File: config.mk
export PLATFORM = sky130hd
export DESIGN_NAME = pc_fetch_sequencer
export DESIGN_NICKNAME = d
export VERILOG_FILES = /design/src/rtl/riscv_pkg.sv /design/src/rtl/pc_target_sel.sv /design/src/rtl/pc_fetch_sequencer.sv
export SDC_FILE = /design/constraint.sdc
export NUM_CORES = 1
export LEC_CHECK = 0
export CAP_MARGIN = 10
export CELL_PAD_IN_SITES_DETAIL_PLACEMENT = 1
export CELL_PAD_IN_SITES_GLOBAL_PLACEMENT = 2
export CORE_MARGIN = 1
export CORE_UTILIZATION = 40
export DETAILED_ROUTE_END_ITERATION = 7
export DONT_BUFFER_PORTS = 1
export GPL_ROUTABILITY_DRIVEN = 0
export GPL_TIMING_DRIVEN = 0
export PLACE_DENSITY = 0.95
export SYNTH_ARGS = -nofsm -noshare
export SYNTH_HDL_FRONTEND = slang
export SYNTH_SLANG_ARGS = --single-unit
export TNS_END_PERCENT = 1
File: constraint.sdc
create_clock -name clk -period 6.9 [get_ports clk]
set_clock_uncertainty 0.15 [all_clocks]
set_input_delay 0.69 -clock clk [delete_from_list [all_inputs] [get_ports clk]]
set_output_delay 0.69 -clock clk [all_outputs]
set_load 0.02 [all_outputs]
File: src/rtl/riscv_pkg.sv
// Shared fetch-sequencer definitions: FSM state encoding, instruction size, default vectors.
package riscv_pkg;

    typedef enum logic [2:0] {
        FS_IDLE   = 3'd0,
        FS_REQ    = 3'd1,
        FS_WAIT   = 3'd2,
        FS_HOLD   = 3'd3,
        FS_HALTED = 3'd4
    } fetch_state_e;

    localparam int unsigned INST_BYTES       = 4;
    localparam logic [31:0] RESET_VECTOR_DEF = 32'h0000_0000;
    localparam logic [31:0] TRAP_VECTOR_DEF  = 32'h0000_0100;

endpackage

File: src/rtl/pc_target_sel.sv
// Next-PC select (trap > redirect > sequential > hold) with misaligned-redirect detection.
// Purely combinational, no backpressure.
module pc_target_sel
    import riscv_pkg::*;
#(
    parameter int unsigned      Width      = 32,
    parameter logic [Width-1:0] TrapVector = TRAP_VECTOR_DEF[Width-1:0]
) (
    input  logic [Width-1:0] pc_i,
    input  logic             advance_i,
    input  logic             trap_valid_i,
    input  logic             redirect_valid_i,
    input  logic [Width-1:0] redirect_target_i,
    output logic             redir_o,
    output logic             misalign_o,
    output logic [Width-1:0] next_pc_o
);

    assign misalign_o = redirect_valid_i && !trap_valid_i && (redirect_target_i[1:0] != 2'b00);
    assign redir_o    = trap_valid_i || redirect_valid_i;

    always_comb begin
        if (trap_valid_i || misalign_o) begin
            next_pc_o = TrapVector;
        end else if (redirect_valid_i) begin
            next_pc_o = redirect_target_i;
        end else if (advance_i) begin
            next_pc_o = pc_i + Width'(INST_BYTES);
        end else begin
            next_pc_o = pc_i;
        end
    end

endmodule

File: src/rtl/pc_fetch_sequencer.sv
// PC owner and single-outstanding imem fetch FSM with a one-entry decode buffer.
// First request one cycle after reset release; stalls on imem_req_ready / inst_ready.
module pc_fetch_sequencer
    import riscv_pkg::*;
#(
    parameter int unsigned      Width       = 32,
    parameter logic [Width-1:0] ResetVector = RESET_VECTOR_DEF[Width-1:0],
    parameter logic [Width-1:0] TrapVector  = TRAP_VECTOR_DEF[Width-1:0]
) (
    input  logic             clk,
    input  logic             rstn,
    output logic             imem_req_valid,
    input  logic             imem_req_ready,
    output logic [Width-1:0] imem_req_addr,
    input  logic             imem_rsp_valid,
    input  logic [31:0]      imem_rsp_data,
    output logic             inst_valid,
    input  logic             inst_ready,
    output logic [31:0]      inst_data,
    output logic [Width-1:0] inst_pc,
    input  logic             redirect_valid,
    input  logic [Width-1:0] redirect_target,
    input  logic             trap_valid,
    input  logic             halt,
    output logic [Width-1:0] pc_out,
    output logic             misaligned_err
);

    fetch_state_e     state_q, state_d;
    logic [Width-1:0] pc_q, pc_d;
    logic             drop_q, drop_d;
    logic             iv_q, iv_d;
    logic [31:0]      idat_q, idat_d;
    logic [Width-1:0] ipc_q, ipc_d;
    logic             mis_q, mis_d;

    logic             advance;
    logic             redir;
    logic             misalign;
    logic [Width-1:0] next_pc;

    assign advance = (state_q == FS_HOLD) && inst_ready;

    pc_target_sel #(
        .Width      (Width),
        .TrapVector (TrapVector)
    ) u_target_sel (
        .pc_i              (pc_q),
        .advance_i         (advance),
        .trap_valid_i      (trap_valid),
        .redirect_valid_i  (redirect_valid),
        .redirect_target_i (redirect_target),
        .redir_o           (redir),
        .misalign_o        (misalign),
        .next_pc_o         (next_pc)
    );

    always_comb begin
        state_d = state_q;
        pc_d    = pc_q;
        drop_d  = drop_q;
        iv_d    = iv_q;
        idat_d  = idat_q;
        ipc_d   = ipc_q;
        mis_d   = 1'b0;
        if (state_q != FS_IDLE) begin
            pc_d  = next_pc;
            mis_d = misalign;
        end
        case (state_q)
            FS_IDLE: state_d = FS_REQ;
            FS_REQ: begin
                // A redirect racing the handshake poisons the response already in flight.
                if (imem_req_ready) begin
                    state_d = FS_WAIT;
                    drop_d  = redir;
                end
            end
            FS_WAIT: begin
                if (imem_rsp_valid) begin
                    if (redir || drop_q) begin
                        drop_d  = 1'b0;
                        state_d = FS_REQ;
                    end else begin
                        idat_d  = imem_rsp_data;
                        ipc_d   = pc_q;
                        iv_d    = 1'b1;
                        state_d = FS_HOLD;
                    end
                end else if (redir) begin
                    drop_d = 1'b1;
                end
            end
            FS_HOLD: begin
                if (redir) begin
                    iv_d    = 1'b0;
                    state_d = FS_REQ;
                end else if (inst_ready) begin
                    iv_d    = 1'b0;
                    state_d = halt ? FS_HALTED : FS_REQ;
                end
            end
            FS_HALTED: begin
                if (!halt) state_d = FS_REQ;
            end
            default: state_d = FS_IDLE;
        endcase
    end

    always_ff @(posedge clk or negedge rstn) begin
        if (!rstn) begin
            state_q <= FS_IDLE;
            pc_q    <= ResetVector;
            drop_q  <= 1'b0;
            iv_q    <= 1'b0;
            idat_q  <= '0;
            ipc_q   <= '0;
            mis_q   <= 1'b0;
        end else begin
            state_q <= state_d;
            pc_q    <= pc_d;
            drop_q  <= drop_d;
            iv_q    <= iv_d;
            idat_q  <= idat_d;
            ipc_q   <= ipc_d;
            mis_q   <= mis_d;
        end
    end

    assign imem_req_valid = (state_q == FS_REQ);
    assign imem_req_addr  = pc_q;
    assign pc_out         = pc_q;
    assign inst_valid     = iv_q;
    assign inst_data      = idat_q;
    assign inst_pc        = ipc_q;
    assign misaligned_err = mis_q;

endmodule

Word level (Yosys, flattened, before mapping) --
Cells that the tools add are included.
Storage, ports and cells: register bits after elaboration 102, latch bits 0, memory bits (writable) 0, memory bits (read-only) 0, bits of input ports 72, word-level logic and storage cells 60, memories 0
Operators by class: add/subtract/negate cells 1, $mul 0, divide/modulo/power cells 0, order comparisons 0, eq/ne operators 11, shift-type cells 0, multiplexer cells 22, bitwise operators 1, reduce and logical (&&, ||, !) cells 18
Operators with widths (count):
- $mux 32 | 3
- $add 32x3->32 const B | 1
- $mux 3 | 6
- $pmux 3 s5 | 1
- $reduce_and 4->1 | 3
- $mux 1 | 9
- $ne 3x3->1 const B | 3
- $eq 3x2->1 const B | 2
- $ne 2x2->1 const B | 3
- $reduce_bool 2->1 | 3
- $reduce_bool 3->1 | 2
- $pmux 1 s2 | 2
- $eq 3x1->1 const B | 1
- $eq 3x3->1 const B | 1
- $logic_and 1x1->1 | 3
- $logic_not 3->1 | 1
- $logic_or 1x1->1 | 3
- $reduce_and 3->1 | 1
- $mux 2 | 1
- $ne 2x1->1 const B | 1
- $reduce_and 2->1 | 1
- $logic_not 1->1 | 1
- $not 1->1 | 1

Logic depth before layout (Yosys ltp) --
depth after elaboration 6, gate-level depth with buffers 8, gate-level depth less buffers 6

By module --
Synthesis repeated with hierarchy kept, for this count alone.
Unflattened totals: cells, all modules 440, area total of the unflattened synthesis 5494.0 um2
Modules (own cells, without submodules):
- pc_fetch_sequencer | instances 1, cells each 272, area each 4483.0 um2
- pc_target_sel | instances 1, cells each 168, area each 1011.0 um2

Worst setup path before layout --
No wires, ideal clock.
kind register -> register, from register pc_q[2], in the netlist imem_req_addr[2], to register pc_q[28], in the netlist imem_req_addr[28], data arrival time 2.314 ns, required time 6.680 ns, slack 4.366 ns, stages on the path, launching flop included 7, path buffers 0, clock period less this slack 2.534 ns, cells stage by stage dfrtp_1 -> ha_1 -> nand3_1 -> or2_2 -> or3_4 -> or4_1 -> nand3_1
On the way: word-level cells in the longest chain between the ends 4
Ends and longest elaborated chain:
- start, declared | line pc_fetch_sequencer.sv:30 | logic [Width-1:0] pc_q, pc_d;
- start signal, assigned | line pc_fetch_sequencer.sv:113 | pc_q <= ResetVector;
- start signal, assigned | line pc_fetch_sequencer.sv:121 | pc_q <= pc_d;
- $add 32x3->32 | line pc_target_sel.sv:28 | next_pc_o = pc_i + Width'(INST_BYTES);
- $mux 32 | line pc_target_sel.sv:27 | end else if (advance_i) begin
- $mux 32 | line pc_target_sel.sv:25 | end else if (redirect_valid_i) begin
- $mux 32 | line pc_target_sel.sv:23 | if (trap_valid_i || misalign_o) begin
No other way between the ends. The select of a mux whose other input is x is not followed. A chain may end at the register's enable or synchronous reset.

Final worst setup path --
from register pc_q[10], in the netlist imem_req_addr[10], to register pc_q[25], in the netlist imem_req_addr[25]
Same word-level chain as after synthesis.

==> results.yml <==
status:
  status: "finished clean"
detailed_routing:
  drt-wirelength-per-cell_um: 23.3
  vias: 3819
  viasPerCell: 6.03
  drt-initial-drc-count: 175
  drt_pass1_iterations: 4
  drc: 0
  routed_wl_um: 14800
  final_antenna_net_count: 0
pwr:
  swShare_pct: 36.3
  total_power_mw: 1.79
  p_clk_share_pct: 30.8
  ir_worst_vdd_v: 0.000119
  p_int_mw: 1.14
  power.density_nw_per_um2: 327
  p_leak_nw: 2.49
  p_switching_mw: 0.650
  share_comb_of_total_power_pct: 19.9
  pwr-share-seq_pct: 49.3
synth:
  synth_fp_nets: 542
  syn_inst: 469
  synth_edf_count: 0
  post-synth-top-area-fraction_pct: 51.7
  synth_most_common_cell: "dfrtp_1"
  syn_area_per_cell_um2: 10.5
  yosys-top-cells-count: "dfrtp_1 (102), mux2_2 (59), o21ai_0 (46), nand2_1 (34), buf_4 (33)"
  synth-async-reset-ratio_pct: 100
  synthFlopType: "dfrtp_1"
  ys_ff_latch: 102
  ys_warn_count: 0
  synth_area_leaders: "dfrtp_1 (52%), mux2_2 (13%), buf_4 (5.0%), o21ai_0 (4.7%), a21oi_1 (2.8%)"
  ys_types: 48
  syn_area_um2: 4930
  yosysSeqAreaShare_pct: 51.7
  synth_top_cell_by_area: "dfrtp_1"
sta:
  tightest_slew_ps: 1140
  fin_setup_tns_ps: 0
  slew_headroom_pct: 24.0
  max_freq_ghz: 0.326
  slew_viol_final: 0
  holdWs_ps: 101
  finalHoldViolCount: 0
  setup_viol: 0
  fin_crit_ps: 3060
  rsz0062_at_grt: "false"
  finalCritPeriodShare_pct: 44.4
final_layout:
  nets: 554
  drive_gt1_share_pct: 24.1
  layout.cells.non_filler: 633
  area_growth_pct: 10.8
  fillers: 1364
  antennaDiodeCount: 0
grt:
  grt_pass1_wl_um: 22900
  antenna_found_initial: 0
  overflow: 0
  grt_pass1_vias: 4093
  grt_usage_pct: 23.6
  grt_max_degree: 103
clock_tree:
  post_cts_buffers: 0
  cts_made_buffers: 9
  cts_max_level: 3
  cts.sink_count: 102
  cts_tree: "yes"
  path_clk_slew_ps: 80
  cts_buffer_depth: 2
  cts_root_buffer: "clkbuf_16"
  clk_latency_ps: 360
floorplanning:
  die_y_um: 113
  rows: 40
  core_region_area_um2: 12000
  ioPinCount: 203
  dieArea_um2: 12800
  start_util_pct: 41.1
  die_w_um: 113
worst_setup_path:
  reg2regPathDepth: 6
  cp_common_cell: "nand4_1"
  r2r_setup_slack_ps: 3840
  timing.critical_path.to: "imem_req_addr[25]"
  crit_fanout: 8
  slowest_delay_ps: 1060
  r2r-start: "imem_req_addr[10]"
  slowest_stage: "nor4_1"
  cp.required_ps: 7020
  start_kind: "flop"
  endpoint_kind: "flop"
  cp.arrival_ps: 3180
  crit_chain: "buf_2 > nand4_1 > nor4_1 > nand4_1 > o31a_1 > o22ai_1"
  regToRegEndpoint: "imem_req_addr[25]"
  crit_type: "flop to flop"
  crit_path_start: "imem_req_addr[10]"
placed_design:
  numPortBuffers: 0
  hpwlAfterDp_um: 10600
  dp.cells: 616
job:
  max-cap-violations: 0
worst_hold_path:
  hold_path.class: "input port to async pin"
-- worst max-delay path, delay by kind of cell (launching register included) --
kind,cells,cell delay (ps)
AO/OA/AOI/OAI,2,430
buffers and inverters,1,250
flip-flops,1,480
AND/OR/NAND/NOR,3,1680
-- state kept, by name, indices dropped and copies added (netlist names) --
name            cells
inst_valid          1
imem_req_addr      32
inst_pc            32
drop_q              1
state_q             3
misaligned_err      1
inst_data          32
-- how the worst min path moves through the flow --
stage                     startpoint  cells past startpoint           endpoint  slack, ps
after floorplan                 rstn                      0             drop_q        240
after global placement          rstn                      0        inst_pc[17]        250
after detailed placement        rstn                      0        inst_pc[17]        250
after CTS                       rstn                      1        inst_pc[18]        140
after global routing            rstn                      1  imem_req_addr[17]        160
final                           rstn                      1  imem_req_addr[17]        100
-- layout make-up --
cell class              instances  area (µm²)  area share [%]
flip-flops and latches        102        2550            46.7
well taps                     147         184            3.36
multi-input cells             299        2000            36.6
repair buffers                  1        27.5           0.503
inverters                       8        30.0           0.549
clock inverters                 7        97.6            1.78
clock buffers                   9         225            4.12
plain buffers                  60         350            6.41
-- logic make-up after synthesis --
kind of cell	after synthesis	share of synthesized area [%]
fa+ha+maj	1	0.254
mux	60	13.7
compound gates	115	14.0
buf+inv	68	7.71
flops	102	51.7
simple gates	123	12.6
-- repair_timing --
item | CTS | global route
hold buffers | 1 | 0
endpoints found under the hold margin | 102 | 0
resized for setup | 0 | 0
-- placed cells by master (no fill, tap or decap), types with 5 or more instances in the layout --
cell,count
nand3_1,13
nor4_1,5
a21oi_1,28
o21ai_0,46
a22oi_1,5
clkbuf_1,25
buf_4,33
mux2_2,59
inv_1,8
dfrtp_1,102
and3_1,5
nor2_1,28
nand2_1,34
clkbuf_16,9
nor3_1,13
o22ai_1,6
-- power by group through the flow --
stage,combinational [mW],clock (mW),sequential [mW]
floorplan,0.265,0,0.862
global placement,0.335,0,0.888
detailed placement,0.345,0,0.895
CTS,0.360,0.565,0.883
global route,0.394,0.584,0.897
finish,0.356,0.551,0.883
-- per-stage QoR --
stage,cell area [µm²],setup WS (ps),utilization [%]
2_1_floorplan,4930,4370,-
3_3_place_gp,5120,3550,42.6
3_5_place_dp,5120,3590,42.6
4_1_cts,5470,3910,45.5
5_1_grt,5470,3600,45.5
6_report,5470,3840,45.5
-- routing by layer --
metal  vias to the layer above  wire length [µm]  track usage, %
met5                         -                 0               0
met4                         0               289            9.39
met3                        23              1280            7.23
met2                       175              7540            42.1
met1                      1931              5660            26.4
li1                       1690                 -               -
No activity file was read; power rests on OpenSTA's default activity.
